## config.mk

```make
export PLATFORM = sky130hd
export DESIGN_NAME = gpio_cmd_router
export DESIGN_NICKNAME = d
export VERILOG_FILES = /design/src/rtl/gpio_cmd_router.sv
export SDC_FILE = /design/constraint.sdc
export NUM_CORES = 1
export LEC_CHECK = 0
export ABC_AREA = 1
export BUFFER_PORTS_ARGS = -buffer_cell sky130_fd_sc_hd__buf_4
export CAP_MARGIN = 20
export CORE_MARGIN = 2
export CORE_UTILIZATION = 48
export DETAILED_ROUTE_END_ITERATION = 10
export PLACE_DENSITY = 0.75
export REMOVE_ABC_BUFFERS = 1
export SYNTH_ARGS = -nofsm -noshare
export SYNTH_HDL_FRONTEND = slang
export SYNTH_SLANG_ARGS = --single-unit
```

## constraint.sdc

```tcl
create_clock -name i_CLK -period 1.7 [get_ports i_CLK]
set_input_delay 0.34 -clock i_CLK [delete_from_list [all_inputs] [get_ports i_CLK]]
set_output_delay 0.34 -clock i_CLK [all_outputs]
set_load 0.1 [all_outputs]
```

## src/rtl/gpio_cmd_router.sv

```systemverilog
// rtl/gpio_cmd_router.sv - GPIO command decoder/router for the 2D-convolution datapath
// Optional sticky error status: define GPIO_CMD_ROUTER_ERR_EN.
module gpio_cmd_router #(
  parameter  int GPIO_D     = 32,
  parameter  int BIT_LEN    = 8,
  parameter  int M_LEN      = 3,
  parameter  int N_BANKS    = 3,
  parameter  int NB_ADDRESS = 10,
  parameter  int RAM_WIDTH  = 13,
  localparam int DATA_W     = M_LEN * BIT_LEN,
  localparam int SEL_W      = (N_BANKS > 1) ? $clog2(N_BANKS) : 1,
  localparam int ROW_W      = (M_LEN > 1) ? $clog2(M_LEN) : 1
) (
  input  logic                  i_CLK,
  input  logic                  i_reset,
  input  logic [GPIO_D-1:0]     i_gpio,
  input  logic                  i_eop,
  input  logic [RAM_WIDTH-1:0]  i_mem_rdata,
  output logic [GPIO_D-1:0]     o_gpio_rd,
  output logic [DATA_W-1:0]     o_krnl_data,
  output logic [ROW_W-1:0]      o_krnl_row,
  output logic                  o_krnl_wr,
  output logic [NB_ADDRESS-1:0] o_img_len,
  output logic [N_BANKS-1:0]    o_mem_wen,
  output logic [NB_ADDRESS-1:0] o_mem_waddr,
  output logic [RAM_WIDTH-1:0]  o_mem_wdata,
  output logic [NB_ADDRESS-1:0] o_mem_raddr,
  output logic                  o_run,
  output logic                  o_busy
);

  localparam logic [2:0] CMD_KRNL = 3'd0;
  localparam logic [2:0] CMD_SIZE = 3'd1;
  localparam logic [2:0] CMD_IMG  = 3'd2;
  localparam logic [2:0] CMD_DREQ = 3'd3;
  localparam logic [2:0] CMD_RUN  = 3'd4;

  typedef enum logic [1:0] {S_IDLE, S_EXEC, S_RD_WAIT, S_RUNNING} state_t;
  state_t state_q, state_d;

  logic [2:0]            cmd_w, cmd_q;
  logic                  valid_w, v_q, arm_q;
  logic                  edge_w, accept_w, drop_w, bank_ok_w;
  logic [SEL_W-1:0]      bank_w;
  logic [DATA_W-1:0]     data_w;
  logic [NB_ADDRESS-1:0] wcnt_q [N_BANKS];
  logic [NB_ADDRESS-1:0] wcnt_sel_w;
  logic [NB_ADDRESS-1:0] rcnt_q;
  logic [ROW_W-1:0]      row_q;
  logic                  ack_q, done_q;
  logic [DATA_W-1:0]     krnl_data_q;
  logic [ROW_W-1:0]      krnl_row_q;
  logic                  krnl_wr_q, run_q;
  logic [NB_ADDRESS-1:0] img_len_q, waddr_q, raddr_q;
  logic [N_BANKS-1:0]    wen_q;
  logic [RAM_WIDTH-1:0]  wdata_q, rd_hold_q;
  logic [2:0]            err_q;
  logic [GPIO_D-1:0]     gpio_rd_w;
  logic                  unused_w;

  assign cmd_w     = i_gpio[GPIO_D-1 -: 3];
  assign valid_w   = i_gpio[GPIO_D-4];
  assign bank_w    = i_gpio[GPIO_D-5 -: SEL_W];
  assign data_w    = i_gpio[DATA_W:1];
  assign bank_ok_w = (int'(bank_w) < N_BANKS);

  // arm_q masks the first cycle out of reset so a valid held through reset is not seen as an edge
  assign edge_w   = valid_w & ~v_q & arm_q;
  assign accept_w = edge_w & (state_q == S_IDLE);
  assign drop_w   = edge_w & (state_q != S_IDLE);
  assign unused_w = ^{i_gpio, drop_w};

  always_comb begin
    wcnt_sel_w = '0;
    for (int b = 0; b < N_BANKS; b++)
      if (int'(bank_w) == b) wcnt_sel_w = wcnt_q[b];
  end

  always_ff @(posedge i_CLK) begin
    if (i_reset) state_q <= S_IDLE;
    else         state_q <= state_d;
  end

  always_comb begin
    state_d = state_q;
    case (state_q)
      S_IDLE:    if (accept_w) state_d = S_EXEC;
      S_EXEC: begin
        if (cmd_q == CMD_DREQ)     state_d = S_RD_WAIT;
        else if (cmd_q == CMD_RUN) state_d = S_RUNNING;
        else                       state_d = S_IDLE;
      end
      S_RD_WAIT: state_d = S_IDLE;
      S_RUNNING: if (i_eop) state_d = S_IDLE;
      default:   state_d = S_IDLE;
    endcase
  end

  always_ff @(posedge i_CLK) begin
    if (i_reset) begin
      v_q         <= 1'b0;
      arm_q       <= 1'b0;
      cmd_q       <= '0;
      ack_q       <= 1'b0;
      done_q      <= 1'b0;
      row_q       <= '0;
      rcnt_q      <= '0;
      for (int b = 0; b < N_BANKS; b++) wcnt_q[b] <= '0;
      krnl_data_q <= '0;
      krnl_row_q  <= '0;
      krnl_wr_q   <= 1'b0;
      img_len_q   <= '0;
      wen_q       <= '0;
      waddr_q     <= '0;
      wdata_q     <= '0;
      raddr_q     <= '0;
      run_q       <= 1'b0;
      rd_hold_q   <= '0;
    end else begin
      v_q       <= valid_w;
      arm_q     <= 1'b1;
      krnl_wr_q <= 1'b0;
      wen_q     <= '0;
      run_q     <= 1'b0;
      if (state_q == S_RD_WAIT) rd_hold_q <= i_mem_rdata;
      if (state_q == S_RUNNING && i_eop) done_q <= 1'b1;
      if (accept_w) begin
        cmd_q <= cmd_w;
        ack_q <= ~ack_q;
        case (cmd_w)
          CMD_KRNL: begin
            krnl_data_q <= data_w;
            krnl_row_q  <= row_q;
            krnl_wr_q   <= 1'b1;
            row_q       <= (row_q == ROW_W'(M_LEN - 1)) ? '0 : row_q + 1'b1;
          end
          CMD_SIZE: begin
            img_len_q <= data_w[NB_ADDRESS-1:0];
            rcnt_q    <= '0;
            row_q     <= '0;
            for (int b = 0; b < N_BANKS; b++) wcnt_q[b] <= '0;
          end
          CMD_IMG: begin
            if (bank_ok_w) begin
              for (int b = 0; b < N_BANKS; b++) begin
                if (int'(bank_w) == b) begin
                  wen_q[b]  <= 1'b1;
                  wcnt_q[b] <= wcnt_q[b] + 1'b1;
                end
              end
              waddr_q <= wcnt_sel_w;
              wdata_q <= data_w[RAM_WIDTH-1:0];
            end
          end
          CMD_DREQ: begin
            raddr_q <= rcnt_q;
            rcnt_q  <= rcnt_q + 1'b1;
          end
          CMD_RUN: begin
            run_q  <= 1'b1;
            done_q <= 1'b0;
          end
          default: ;
        endcase
      end
    end
  end

`ifdef GPIO_CMD_ROUTER_ERR_EN
  logic wrap_w, oor_w;
  assign wrap_w = accept_w && (cmd_w == CMD_IMG) && bank_ok_w && (&wcnt_sel_w);
  assign oor_w  = accept_w && (cmd_w == CMD_IMG) && !bank_ok_w;

  always_ff @(posedge i_CLK) begin
    if (i_reset)                              err_q <= 3'b000;
    else if (accept_w && cmd_w == CMD_SIZE)   err_q <= 3'b000;
    else                                      err_q <= err_q | {drop_w, wrap_w, oor_w};
  end
`else
  assign err_q = 3'b000;
`endif

  // readback passes the BRAM data straight through in RD_WAIT, then holds the captured copy
  always_comb begin
    gpio_rd_w                   = '0;
    gpio_rd_w[GPIO_D-1]         = ack_q;
    gpio_rd_w[GPIO_D-2]         = done_q;
    gpio_rd_w[GPIO_D-3]         = (state_q == S_RUNNING);
    gpio_rd_w[GPIO_D-4 -: 3]    = err_q;
    gpio_rd_w[RAM_WIDTH-1:0]    = (state_q == S_RD_WAIT) ? i_mem_rdata : rd_hold_q;
  end

  assign o_gpio_rd   = gpio_rd_w;
  assign o_krnl_data = krnl_data_q;
  assign o_krnl_row  = krnl_row_q;
  assign o_krnl_wr   = krnl_wr_q;
  assign o_img_len   = img_len_q;
  assign o_mem_wen   = wen_q;
  assign o_mem_waddr = waddr_q;
  assign o_mem_wdata = wdata_q;
  assign o_mem_raddr = raddr_q;
  assign o_run       = run_q;
  assign o_busy      = (state_q == S_RUNNING);

endmodule

```

==> impl_results.md <==
- Final min period: 1.82 ns
- Critical Path AT: 1.48 ns
- Synth Cell Area: 5940 um2
- Failing checks: negative setup slack
- Distinct cells, synth: 34
- VDD IR max: 652 uV
- DP Worst Slack: 0.0375 ns
- Placed cell count: 1081
- Critical path type: flop to output port
- TritonCTS clock tree: yes
- Period utilization: 1.07
- RSZ-0062 raised after global routing: true
- Worst path slowest cell: dfxtp_2
- DRC Markers: 0
- Clk root buf: clkbuf_16
- Vias in the first global route: 4992
- Gate power share: 0.110
- Switching Power: 2.18 mW
- Top Ports: 155
- N_diodes: 0
- Post-synthesis cell count: 776
- Synth Area per Inst: 7.66 um2
- DIE AREA: 13300 um2
- Leak: 3.82 nW
- Die extent in y: 115 um
- Remaining Overflow, GRT: 0
- Startpoint Class: flop
- H-tree Lvls: 4
- Stages on worst setup path: 6
- Power Dens Cells: 972 nW/um2
- Max_cap viols: 0
- Clock Power Share: 0.456
- Post-synthesis sequential area ratio: 0.515
- Hold Path Stages: 2
- Nets: 987
- Most frequent cells in the layout: nor2_1 (192), buf_4 (153), dfxtp_1 (106)
- Number of fillers in the final layout: 980
- Final hold violations: 0
- Non-filler cells, final: 1116
- Final setup fails: 13
- Largest net degree at the start of global routing: 68
- CP delay by family, top: buffers and inverters
- Switch share: 0.273
- Row Count: 40
- Clk_skew: 0.0112 ns
- Placer Congestion: 0.812
- Worst-skew pair later-pin latency: 0.41 ns
- Vias per Instance: 4.90
- Fraction of layout cells with a size suffix above 1: 0.266
- Most common cell after layout, fill and taps aside: nor2_1
- Post-route setup slack: -0.119 ns
- Chip width: 115 um
- Total CTS buffers: 17
- Critical Path RT: 1.36 ns
- Hold-fix buffers at CTS: 0
- Global-route wire length before repair: 23.1 mm
- Sequential cell fraction of total power: 0.434
- Final ANT Viol Nets: 0
- Crit-path max FO: 13
- WHS: 0.133 ns
- Min-Delay Path Class: input port to flop
- Detailed Route Iter0 Violations: 283
- Clk buf depth: 2
- Initial antenna violation count: 0
- # port buffers: 136
- Clock slew at reported path FFs: 0.06 ns
- WP buf/inv: 4
- Peak Freq: 550 MHz
- Post-DP HPWL: 9.78 mm
- CP cell instances: inv_2 -> nand2_4 -> buf_16 -> o21ai_2 -> inv_1 -> buf_12
- First-pass DRT Iterations: 5
- Total internal power: 5.81 mW
- Max incr delay on CP: 0.33 ns
- Final WL: 14.7 mm
- Fin util: 0.682
- Crit end category: output port
- Sink Count: 138
- Via count: 5467
- Pins Over Slew Limit: 0
- Outcome: complete, but fails checks
- R2R depth: 6
- Initial core utilization: 0.493
- Routed wirelength normalized by instance count: 13.2 um
- Yosys reg bits: 138
- Core area: 12100 um2
- Synth Warn #: 0
- Area growth syn-to-layout: 38.3%
- Tot GR Track Use: 0.221
[cell usage after synthesis, drive strengths merged]
library cell	n	area, um2
nor2	196	753
dfxtp	108	2160
xnor2	3	26.3
xor2	5	43.8
ha	4	50.1
o211ai	4	30.0
conb	1	3.75
nand3b	2	15.0
a21oi	28	140
nor3	11	66.3
a211oi	1	7.51
o22ai	1	6.26
nand3	31	165
o21bai	1	7.51
a31oi	1	6.26
or2	3	18.8
buf	32	206
nand4	5	31.3
clkbuf	17	63.8
nor4	1	6.26
inv	84	315
o21ai	93	465
nor3b	5	37.5
nand2	109	414
edfxtp	30	901
[metal layers]
layer	track usage	wire, um	vias to the layer above	part of all wire
li1	-	-	2766	-
met1	0.280	6470	2482	0.44
met2	0.345	6650	197	0.45
met3	0.0901	1310	22	0.089
met4	0.0691	247	0	0.017
met5	0	0	-	0
[power groups by stage]
stage	combinational [mW]	sequential [mW]	clock, mW
after floorplan	0.368	3.73	0
after global placement	0.838	3.53	0
after detailed placement	0.844	3.54	0
after CTS	0.858	3.47	3.69
after global routing	0.937	3.48	3.86
final	0.881	3.47	3.64
[through the flow]
step / area [um2] / power (mW) / TNS, ns
floorplan: 5730 / 4.10 / -11.15
global placement: 7310 / 4.37 / 0
detailed placement: 7310 / 4.38 / 0
CTS: 8030 / 8.02 / -1.39
global route: 8220 / 8.27 / -2.01
finish: 8220 / 7.99 / -1.14
[kinds of logic (layout without fill, tap and decap cells)]
logic type / after synthesis / after routing / share of synthesized area
buf+inv: 133 / 290 / 0.0985
xor+xnor: 8 / 8 / 0.0118
compound gates: 129 / 129 / 0.112
other cells: 1 / 16 / 0.000631
flops: 138 / 138 / 0.515
simple gates: 363 / 363 / 0.254
fa+ha+maj: 4 / 4 / 0.00842
[layout make-up]
cell class | instances | area, um2 | share of cell area
clock buffers | 21 | 503 | 0.0612
well taps | 168 | 210 | 0.0256
flip-flops and latches | 138 | 3070 | 0.373
clock inverters | 11 | 95.1 | 0.0116
repair buffers | 174 | 1570 | 0.191
inverters | 84 | 315 | 0.0384
multi-input cells | 520 | 2460 | 0.300
[sequential cells by signal, summed over array words and instances (netlist names), 2 cells and up]
register / count
o_mem_wen: 3
o_mem_waddr: 10
wcnt_q: 30
rcnt_q: 10
o_krnl_row: 2
state_q: 2
cmd_q: 3
o_mem_wdata: 13
rd_hold_q: 13
row_q: 2
o_mem_raddr: 10
o_img_len: 10
o_krnl_data: 24
[path summary, 6_finish.rpt]
| path | start | end | slack, ns |
|---|---|---|---|
| max | state_q[0]$_SDFFE_PP0P_ | o_gpio_rd[3] | -0.12 |
| min | i_gpio[27] | o_mem_wen[0]$_SDFF_PP0_ | 0.13 |
| max reg2reg | state_q[0]$_SDFFE_PP0P_ | wcnt_q[0][19]$_SDFFCE_PN0P_ | 0.05 |
| min reg2reg | o_mem_raddr[8]$_SDFFE_PP0P_ | o_mem_raddr[8]$_SDFFE_PP0P_ | 0.47 |
[repair_timing]
item	CTS	global route
gates resized for setup	39	54
pin swaps	0	1
endpoints found under the setup margin	13	23
buffers inserted	1	0
cloned	1	1
Power figures use the tool's default switching activity.
